`config.mk`:
```
export PLATFORM = sky130hd
export DESIGN_NAME = mel_feature_sequencer_flat
export DESIGN_NICKNAME = d
export VERILOG_FILES = /design/src/rtl/mel_feature_sequencer_if.sv /design/src/rtl/mel_feature_sequencer.sv /design/src/flat_wrapper.sv
export SDC_FILE = /design/constraint.sdc
export NUM_CORES = 1
export LEC_CHECK = 0
export BUFFER_PORTS_ARGS = -buffer_cell sky130_fd_sc_hd__buf_2
export CORE_AREA = 4 4 256 258
export DETAILED_ROUTE_END_ITERATION = 10
export DIE_AREA = 0 0 260 262
export GPL_ROUTABILITY_DRIVEN = 0
export PLACE_DENSITY = 0.54
export SETUP_SLACK_MARGIN = 0.15
export SYNTH_ARGS = -nofsm -noshare
export SYNTH_HDL_FRONTEND = slang
export SYNTH_SLANG_ARGS = --single-unit
export TNS_END_PERCENT = 20
```
`constraint.sdc`:
```
create_clock -name clk -period 1.8 [get_ports clk]
set_input_delay 0 -clock clk [delete_from_list [all_inputs] [get_ports clk]]
set_output_delay 0 -clock clk [all_outputs]
set_load 0.005 [all_outputs]
```
`src/rtl/mel_feature_sequencer_if.sv`:
```
// Mel feature sequencer bus: beat stream in, feature-memory write port out,
// classifier ownership handshake (feat_valid / feat_consumed).
// Latency: none (wires only). Backpressure: s_ready from the sequencer.
// Ports (modports):
//   master - upstream/classifier side: drives s_data, s_valid, feat_consumed.
//   slave  - sequencer side: drives s_ready, wr_*, frame_done, frame_idx, feat_valid.
interface mel_feature_sequencer_if #(
  parameter int BEAT_WIDTH = 20,
  parameter int ADDR_W     = 12
);
  logic [16*BEAT_WIDTH-1:0] s_data;
  logic                     s_valid;
  logic                     s_ready;
  logic                     wr_en;
  logic [ADDR_W-1:0]        wr_addr;
  logic [16*BEAT_WIDTH-1:0] wr_data;
  logic                     frame_done;
  logic [5:0]               frame_idx;
  logic                     feat_valid;
  logic                     feat_consumed;

  modport master (
    output s_data, s_valid, feat_consumed,
    input  s_ready, wr_en, wr_addr, wr_data, frame_done, frame_idx, feat_valid
  );

  modport slave (
    input  s_data, s_valid, feat_consumed,
    output s_ready, wr_en, wr_addr, wr_data, frame_done, frame_idx, feat_valid
  );
endinterface

```
`src/rtl/mel_feature_sequencer.sv`:
```
// Sequences mel-energy beats into a frame-major feature memory and hands the
// finished window to the classifier. Latency: accept -> wr_en 1 cycle.
// Backpressure: s_ready high only while collecting; held low until release.
// Ports: clk, rst_n (async active-low); start_i, continuous_i, abort_i controls;
//   busy_o = not idle; bus (slave modport) carries beats, writes, feat handshake.
module mel_feature_sequencer #(
  parameter int BEAT_WIDTH = 20,
  parameter int N_BANKS    = 40,
  parameter int N_FRAMES   = 49,
  parameter int ADDR_W     = 12
) (
  input  logic clk,
  input  logic rst_n,
  input  logic start_i,
  input  logic continuous_i,
  input  logic abort_i,
  output logic busy_o,
  mel_feature_sequencer_if.slave bus
);

  localparam int BPF = N_BANKS / BEAT_WIDTH;
  localparam int BCW = (BPF > 1) ? $clog2(BPF) : 1;
  localparam int DW  = 16 * BEAT_WIDTH;

  if (N_FRAMES < 1 || N_FRAMES > 63) begin : g_bad_frames
    $error("mel_feature_sequencer: N_FRAMES must be 1..63");
  end
  if (BPF < 1 || (N_BANKS % BEAT_WIDTH) != 0) begin : g_bad_banks
    $error("mel_feature_sequencer: N_BANKS must be a multiple of BEAT_WIDTH");
  end
  if ((64'd1 << ADDR_W) < 64'(N_FRAMES * BPF)) begin : g_bad_addr
    $error("mel_feature_sequencer: ADDR_W too narrow for the window");
  end

  typedef enum logic [1:0] {
    S_IDLE    = 2'd0,
    S_COLLECT = 2'd1,
    S_FLUSH   = 2'd2,
    S_READY   = 2'd3
  } state_t;

  state_t            state_q, state_d;
  logic [BCW-1:0]    beat_cnt_q, beat_cnt_d;
  logic [5:0]        frame_cnt_q, frame_cnt_d;
  logic              wr_en_q, wr_en_d;
  logic              frame_done_q, frame_done_d;
  logic [ADDR_W-1:0] wr_addr_q, wr_addr_d;
  logic [DW-1:0]     wr_data_q, wr_data_d;
  logic [5:0]        frame_idx_q, frame_idx_d;

  logic              s_ready;
  logic              accept;
  logic              last_beat;
  logic [ADDR_W-1:0] beat_addr;

  assign s_ready   = (state_q == S_COLLECT);
  assign accept    = bus.s_valid & s_ready;
  assign last_beat = (beat_cnt_q == BCW'(BPF - 1));
  assign beat_addr = ADDR_W'(frame_cnt_q) * ADDR_W'(BPF) + ADDR_W'(beat_cnt_q);

  always_comb begin
    state_d      = state_q;
    beat_cnt_d   = beat_cnt_q;
    frame_cnt_d  = frame_cnt_q;
    wr_en_d      = 1'b0;
    frame_done_d = 1'b0;
    wr_addr_d    = wr_addr_q;
    wr_data_d    = wr_data_q;
    frame_idx_d  = frame_idx_q;

    if (abort_i) begin
      // Abort wins over everything, including a beat accepted this cycle:
      // that beat is dropped and never written.
      state_d     = S_IDLE;
      beat_cnt_d  = '0;
      frame_cnt_d = '0;
      frame_idx_d = '0;
    end else begin
      case (state_q)
        S_IDLE: begin
          if (start_i) begin
            state_d     = S_COLLECT;
            beat_cnt_d  = '0;
            frame_cnt_d = '0;
            frame_idx_d = '0;
          end
        end
        S_COLLECT: begin
          if (accept) begin
            wr_en_d     = 1'b1;
            wr_addr_d   = beat_addr;
            wr_data_d   = bus.s_data;
            // Updated only on writes so it stays at N_FRAMES-1 once the
            // window is complete, even though frame_cnt moves past it.
            frame_idx_d = frame_cnt_q;
            if (last_beat) begin
              beat_cnt_d   = '0;
              frame_cnt_d  = frame_cnt_q + 6'd1;
              frame_done_d = 1'b1;
              if (frame_cnt_q == 6'(N_FRAMES - 1)) begin
                state_d = S_FLUSH;
              end
            end else begin
              beat_cnt_d = beat_cnt_q + BCW'(1);
            end
          end
        end
        S_FLUSH: begin
          // The registered write of the final beat is on the bus this cycle.
          state_d = S_READY;
        end
        S_READY: begin
          if (bus.feat_consumed) begin
            state_d     = continuous_i ? S_COLLECT : S_IDLE;
            beat_cnt_d  = '0;
            frame_cnt_d = '0;
            frame_idx_d = '0;
          end
        end
        default: state_d = S_IDLE;
      endcase
    end
  end

  always_ff @(posedge clk or negedge rst_n) begin
    if (!rst_n) begin
      state_q      <= S_IDLE;
      beat_cnt_q   <= '0;
      frame_cnt_q  <= '0;
      wr_en_q      <= 1'b0;
      frame_done_q <= 1'b0;
      wr_addr_q    <= '0;
      wr_data_q    <= '0;
      frame_idx_q  <= '0;
    end else begin
      state_q      <= state_d;
      beat_cnt_q   <= beat_cnt_d;
      frame_cnt_q  <= frame_cnt_d;
      wr_en_q      <= wr_en_d;
      frame_done_q <= frame_done_d;
      wr_addr_q    <= wr_addr_d;
      wr_data_q    <= wr_data_d;
      frame_idx_q  <= frame_idx_d;
    end
  end

  assign bus.s_ready    = s_ready;
  assign bus.wr_en      = wr_en_q;
  assign bus.wr_addr    = wr_addr_q;
  assign bus.wr_data    = wr_data_q;
  assign bus.frame_done = frame_done_q;
  assign bus.frame_idx  = frame_idx_q;
  assign bus.feat_valid = (state_q == S_READY);
  assign busy_o         = (state_q != S_IDLE);

endmodule

```
`src/flat_wrapper.sv`:
```
// flat-port wrapper written by rule: the top's interface ports become plain ports
module mel_feature_sequencer_flat 
#(
  parameter int BEAT_WIDTH = 20,
  parameter int N_BANKS    = 40,
  parameter int N_FRAMES   = 49,
  parameter int ADDR_W     = 12
)
  (clk, rst_n, start_i, continuous_i, abort_i, busy_o, bus_s_data, bus_s_valid, bus_feat_consumed, bus_s_ready, bus_wr_en, bus_wr_addr, bus_wr_data, bus_frame_done, bus_frame_idx, bus_feat_valid);
  mel_feature_sequencer_if #(.BEAT_WIDTH(BEAT_WIDTH), .ADDR_W(ADDR_W)) bus_i ();
  input  logic clk;
  input  logic rst_n;
  input  logic start_i;
  input  logic continuous_i;
  input  logic abort_i;
  output logic busy_o;
  input wire logic [$bits(bus_i.s_data)-1:0] bus_s_data;
  input wire logic [$bits(bus_i.s_valid)-1:0] bus_s_valid;
  input wire logic [$bits(bus_i.feat_consumed)-1:0] bus_feat_consumed;
  output wire logic [$bits(bus_i.s_ready)-1:0] bus_s_ready;
  output wire logic [$bits(bus_i.wr_en)-1:0] bus_wr_en;
  output wire logic [$bits(bus_i.wr_addr)-1:0] bus_wr_addr;
  output wire logic [$bits(bus_i.wr_data)-1:0] bus_wr_data;
  output wire logic [$bits(bus_i.frame_done)-1:0] bus_frame_done;
  output wire logic [$bits(bus_i.frame_idx)-1:0] bus_frame_idx;
  output wire logic [$bits(bus_i.feat_valid)-1:0] bus_feat_valid;
  assign bus_i.s_data = bus_s_data;
  assign bus_i.s_valid = bus_s_valid;
  assign bus_i.feat_consumed = bus_feat_consumed;
  assign bus_s_ready = bus_i.s_ready;
  assign bus_wr_en = bus_i.wr_en;
  assign bus_wr_addr = bus_i.wr_addr;
  assign bus_wr_data = bus_i.wr_data;
  assign bus_frame_done = bus_i.frame_done;
  assign bus_frame_idx = bus_i.frame_idx;
  assign bus_feat_valid = bus_i.feat_valid;
  mel_feature_sequencer #(.BEAT_WIDTH(BEAT_WIDTH), .N_BANKS(N_BANKS), .N_FRAMES(N_FRAMES), .ADDR_W(ADDR_W)) u_core (.clk(clk), .rst_n(rst_n), .start_i(start_i), .continuous_i(continuous_i), .abort_i(abort_i), .busy_o(busy_o), .bus(bus_i));
endmodule
```
== Word level (Yosys, flattened, before mapping) ==
Index checks and enable logic that the tools add are counted.
Storage, ports and cells
  input bits: 327
  logic and storage cells: 59
  register bits: 349
Operators by class
  bitwise operators: 2
  add/subtract/negate cells: 3
  multiplexer cells: 30
  reduce and logical (&&, ||, !) cells: 7
  equal/unequal tests: 9
Operator list (count)
  $mux 6: 7
  $pmux 6 s3: 2
  $mux 1: 13
  $mux 2: 6
  $ne 3x3->1 const B: 4
  $reduce_and 5->1: 2
  $add 7x1->8: 1
  $pmux 2 s4: 1
  $add 6x1->6 const B: 1
  $eq 6x6->1 const B: 1
  $eq 2x2->1 const B: 2
  $reduce_and 4->1: 1
  $reduce_bool 4->1: 1
  $ne 3x2->1 const B: 1
  $pmux 1 s3: 1
  $reduce_and 3->1: 1
  $eq 2x1->1 const B: 1
  $logic_not 2->1: 1
  $reduce_bool 2->1: 1
  $add 1x1->1 const B: 1
  $and 1x1->1: 1
  $not 1->1: 1

== Depth between registers and ports, before layout ==
  word-level depth: 6
  depth in mapped cells: 9

== Worst setup path after synthesis ==
Ideal clock, no wire load.
  path type: register to register
  start point: register u_core.state_q[0]
  end point: register u_core.frame_idx_q[0] (netlist: u_core.bus.frame_idx[0])
  buffers on the path: 1
  path slack: 0.140 ns
  period minus slack after synthesis: 1.660 ns
  data arrival time: 1.581 ns
  cell stages (with the launch flop): 7
  cell sequence: dfrtp_1 -> ha_1 -> and2b_1 -> nor3_2 -> a21o_1 -> buf_4 -> mux2i_1
Between the ends
  elaborated cells between the ends (all ways): 11
RTL lines
  start: declaration: RTL line mel_feature_sequencer.sv:42  | state_t state_q, state_d;
  start signal: assignment: RTL line mel_feature_sequencer.sv:136  | state_q <= state_d;
  $eq 2x2->1 *
  via bus_feat_valid: RTL line flat_wrapper.sv:26  | output wire logic [$bits(bus_i.feat_valid)-1:0] bus_feat_valid;
  $ne 3x3->1 (no line), or another cell as far along
  $reduce_and 4->1 (no line) or $mux 6 (tied branches)
  end signal: assignment: RTL line mel_feature_sequencer.sv:143  | frame_idx_q <= frame_idx_d;
  end: declaration: RTL line mel_feature_sequencer.sv:49  | logic [5:0] frame_idx_q, frame_idx_d;
Mark *: on every way through the listed nets, which the timed path passes. The rest lies on a longest branch.
A chain may end at the register's enable or synchronous reset.

== Worst setup path after layout ==
  start point: register u_core.state_q[1]
  end point: register u_core.frame_cnt_q[0]
Between the ends
  longest elaborated chain between the ends: 4
  elaborated cells between the ends (all ways): 12
RTL lines
  $eq 2x1->1: RTL line mel_feature_sequencer.sv:56, mel_feature_sequencer.sv:79
  $and 1x1->1: RTL line mel_feature_sequencer.sv:57  | assign accept = bus.s_valid & s_ready;
  $ne 3x3->1 (no line)
  $reduce_and 5->1 (no line)
  end signal: assignment: RTL line mel_feature_sequencer.sv:138  | frame_cnt_q <= frame_cnt_d;
  end: declaration: RTL line mel_feature_sequencer.sv:44  | logic [5:0] frame_cnt_q, frame_cnt_d;
Parallel ways exist; a longest one is shown, timed or not.

==> metrics.md <==
| Metric | Value |
|---|---|
| Worst Path Required | `2.28 ns` |
| Global Route Usage Sum | `0.1378` |
| # clock sinks | `344` |
| DRT Pass-1 Iters | `6` |
| Setup slack after layout | `0.1067 ns` |
| Max Clk Rate | `590.6 MHz` |
| Clock-pin slew of the registers on the worst-case setup and hold paths | `0.06 ns` |
| Die ar. | `68120 um^2` |
| Most used cell, CP | `buf_4` |
| Register area share after synthesis | `0.6499` |
| Startpoint types | `register` |
| Core region area | `62970 um^2` |
| Final ANT Viol Nets | `0` |
| Slowest stage delay, CP | `0.37 ns` |
| Dominant cells by area after synthesis | `dfrtp_1 65%, nand2_1 28%, buf_2 2.2%` |
| Synth area leader | `dfrtp_1` |
| P per Cell Area | `1368 nW/um^2` |
| Synth top area share | `0.6499` |
| R2R Setup Slk | `0.11 ns` |
| WP data arrival | `2.17 ns` |
| CP top delay family | `simple AND/OR/NAND/NOR gates` |
| Bufs and invs on worst path | `2` |
| Area grow syn2layout | `74.96%` |
| Area occupied by multi-input gates | `4199 um^2` |
| Fin area | `23170 um^2` |
| RSZ-0062 raised after global routing | `true` |
| First-pass GRT wire length | `75940 um` |
| Ys Warns | `0` |
| Synthesized flop and latch total | `344` |
| Commonest register cell after synthesis | `dfrtp_1` |
| Vias in the first global route | `13940` |
| Die W | `260 um` |
| DRC errors left | `0` |
| Final period utilization | `0.9407` |
| Number of synthesized flops with an enable pin | `0` |
| Share of cells above drive strength 1 | `0.3268` |
| # rows | `92` |
| Clk root buf | `clkbuf_16` |
| Post-synth top cells | `985 x nand2_1, 344 x dfrtp_1, 58 x buf_2` |
| Critical path endpoint category | `register` |
| Routed length per placed instance | `15.46 um` |
| HP Class | `in -> reg` |
| Worst skew pair latency | `0.53 ns` |
| Vias | `13610` |
| Most frequent cell after synthesis | `nand2_1` |
| Nets | `2868` |
| Worst vdd ir | `0.7227 mV` |
| Cells after Synth | `1483` |
| Slew Viols, Final | `0` |
| Post-Place Worst Slack | `0.04307 ns` |
| Dpl hpwl | `35520 um` |
| # IOs | `670` |
| Antenna violations before repair | `0` |
| Largest net degree at the start of global routing | `54` |
| Final core utilization | `0.3680` |
| Fillers | `6217` |
| Slew at the pin closest to its max-slew limit | `0.5386 ns` |
| Total gr overflow | `0` |
| Clock Skew | `0.01017 ns` |
| Async SR Flop Fraction | `1.000` |
| Crit-path max FO | `6` |
| Diodes inserted | `0` |
| Distinct cells, synth | `36` |
| Crit-path slowest cell | `dfrtp_1` |
| Area after DPL | `18050 um^2` |
| Relative slew margins | `0.6409` |
| Max cap viols | `0` |
| IO buf count | `664` |
| Final setup viols | `0` |
| Reg area | `8610 um^2` |
| Post-Syn Area per Cell | `8.931 um^2` |
| H-tree levels | `2` |
| Initial Util | `0.2104` |
| Total CTS buffers | `39` |
| Drt first-iter violations | `829` |
| Crit Path Class | `reg -> reg` |
| Clock Path Buffers | `3` |
| Final wirelength | `52670 um` |
| Routed vias/inst | `3.995` |
| Crit-path cells | `buf_4 -> ha_2 -> and2b_2 -> buf_4 -> nor3_4 -> nand3_1 -> a21bo_1` |
| Leakage | `0.01284 uW` |
| Die H | `262 um` |
| CTS tree | `done` |
| Hold Vio Cnt, Final | `0` |
| Status | `finished clean` |
| Syn Std Cell Area | `13250 um^2` |
| Min cycle time layout | `1.693 ns` |
==> cell families (layout without fill, tap and decap cells) <==
logic type	Yosys count	count (layout)	synth area share
fa+ha+maj	6	6	0.005668
flops	344	344	0.6499
other cells	1	5	0.0002831
compound gates	23	23	0.01181
simple gates	1008	1008	0.2901
buf+inv	95	1169	0.03769
mux	6	6	0.004534
==> power by group <==
| group | total, uW | switching, uW | internal [uW] |
|---|---|---|---|
| registers | 12900 | 1800 | 11100 |
| clock network | 8230 | 3190 | 5040 |
| logic | 10600 | 5470 | 5100 |
| total | 31700 | 10500 | 21200 |
==> worst paths after layout <==
check | startpoint | cells after the start | end
max reg2reg | u_core.state_q[1] | 7 | u_core.frame_cnt_q[0]
max in group asynchronous | rst_n | 4 | u_core.beat_cnt_q
min | start_i | 6 | u_core.beat_cnt_q
min reg2reg | u_core.bus.wr_data[262] | 2 | u_core.bus.wr_data[262]
min in group asynchronous | rst_n | 3 | u_core.bus.wr_data[304]
max | u_core.state_q[1] | 7 | u_core.frame_cnt_q[0]
==> registers in the layout, summed over array words and instances (netlist names) <==
| signal | cells |
|---|---|
| u_core.bus.wr_data | 320 |
| u_core.bus.wr_addr | 7 |
| u_core.bus.frame_idx | 6 |
| u_core.frame_cnt_q | 6 |
| u_core.state_q | 2 |
| u_core.beat_cnt_q | 1 |
| u_core.bus.frame_done | 1 |
| u_core.bus.wr_en | 1 |
==> per-layer routing <==
layer	global-route usage	wire (um)	vias up
met5	0	0	-
met2	0.2482	26660	552
met3	0.03479	3810	128
met1	0.1555	20150	6346
li1	-	-	6585
met4	0.05756	2050	0
==> final cells by class <==
type,count,share of cell area
Timing Repair Buffer,1087,0.3416
Inverter,14,0.002808
Clock buffer,58,0.05048
Tap cell,846,0.04568
Timing Repair inverter,1,0.0004859
Sequential cell,344,0.3715
Multi-Input combinational cell,1048,0.1812
Clock inverter,9,0.006263
==> worst reg2reg max path, stage by stage, from the launching register on <==
cell and delay [ns]:
dfrtp_1 0.37, buf_4 0.13, ha_2 0.19, and2b_2 0.22, buf_4 0.15, nor3_4 0.29
nand3_1 0.11, a21bo_1 0.18
==> stage by stage <==
stage / hold WS (ns) / setup TNS, ns / cells / power [uW]
after floorplan: -0.2956 / 0 / 1487 / 16730
after global placement: -0.001182 / 0 / 2989 / 22390
after detailed placement: -0.003303 / 0 / 2989 / 22530
after CTS: 0.07466 / 0 / 3387 / 31700
after global routing: 0.1223 / -0.006216 / 3407 / 33830
final: 0.1200 / 0 / 3407 / 31690
==> placed cells by master, fill, tap and decap left out, types with 3 or more instances in the layout <==
cell type,synthesis,final
buf_16,0,6
nor2_1,5,4
ha_1,6,3
a31oi_1,4,3
clkinv_2,0,5
clkbuf_16,0,52
a21o_1,3,3
clkbuf_8,0,8
dlygate4sd3_1,0,326
nand2_1,985,982
inv_1,11,10
a21oi_1,6,6
buf_12,0,18
ha_2,0,3
nand4_1,4,4
clkbuf_1,6,9
buf_6,2,12
mux2i_1,6,6
conb_1,1,5
o21ai_0,4,4
buf_2,58,663
buf_4,14,49
dfrtp_1,344,343
bufinv_16,0,4
==> what timing repair did <==
item                       in CTS  in global routing
resized for setup              15                 20
pin swaps                       4                  4
gates cloned                    1                 13
setup endpoints to repair     293                322
hold endpoints to repair      679                  0
buffers inserted                4                  7
hold buffers                  326                  0
Power figures use the tool's default switching activity.
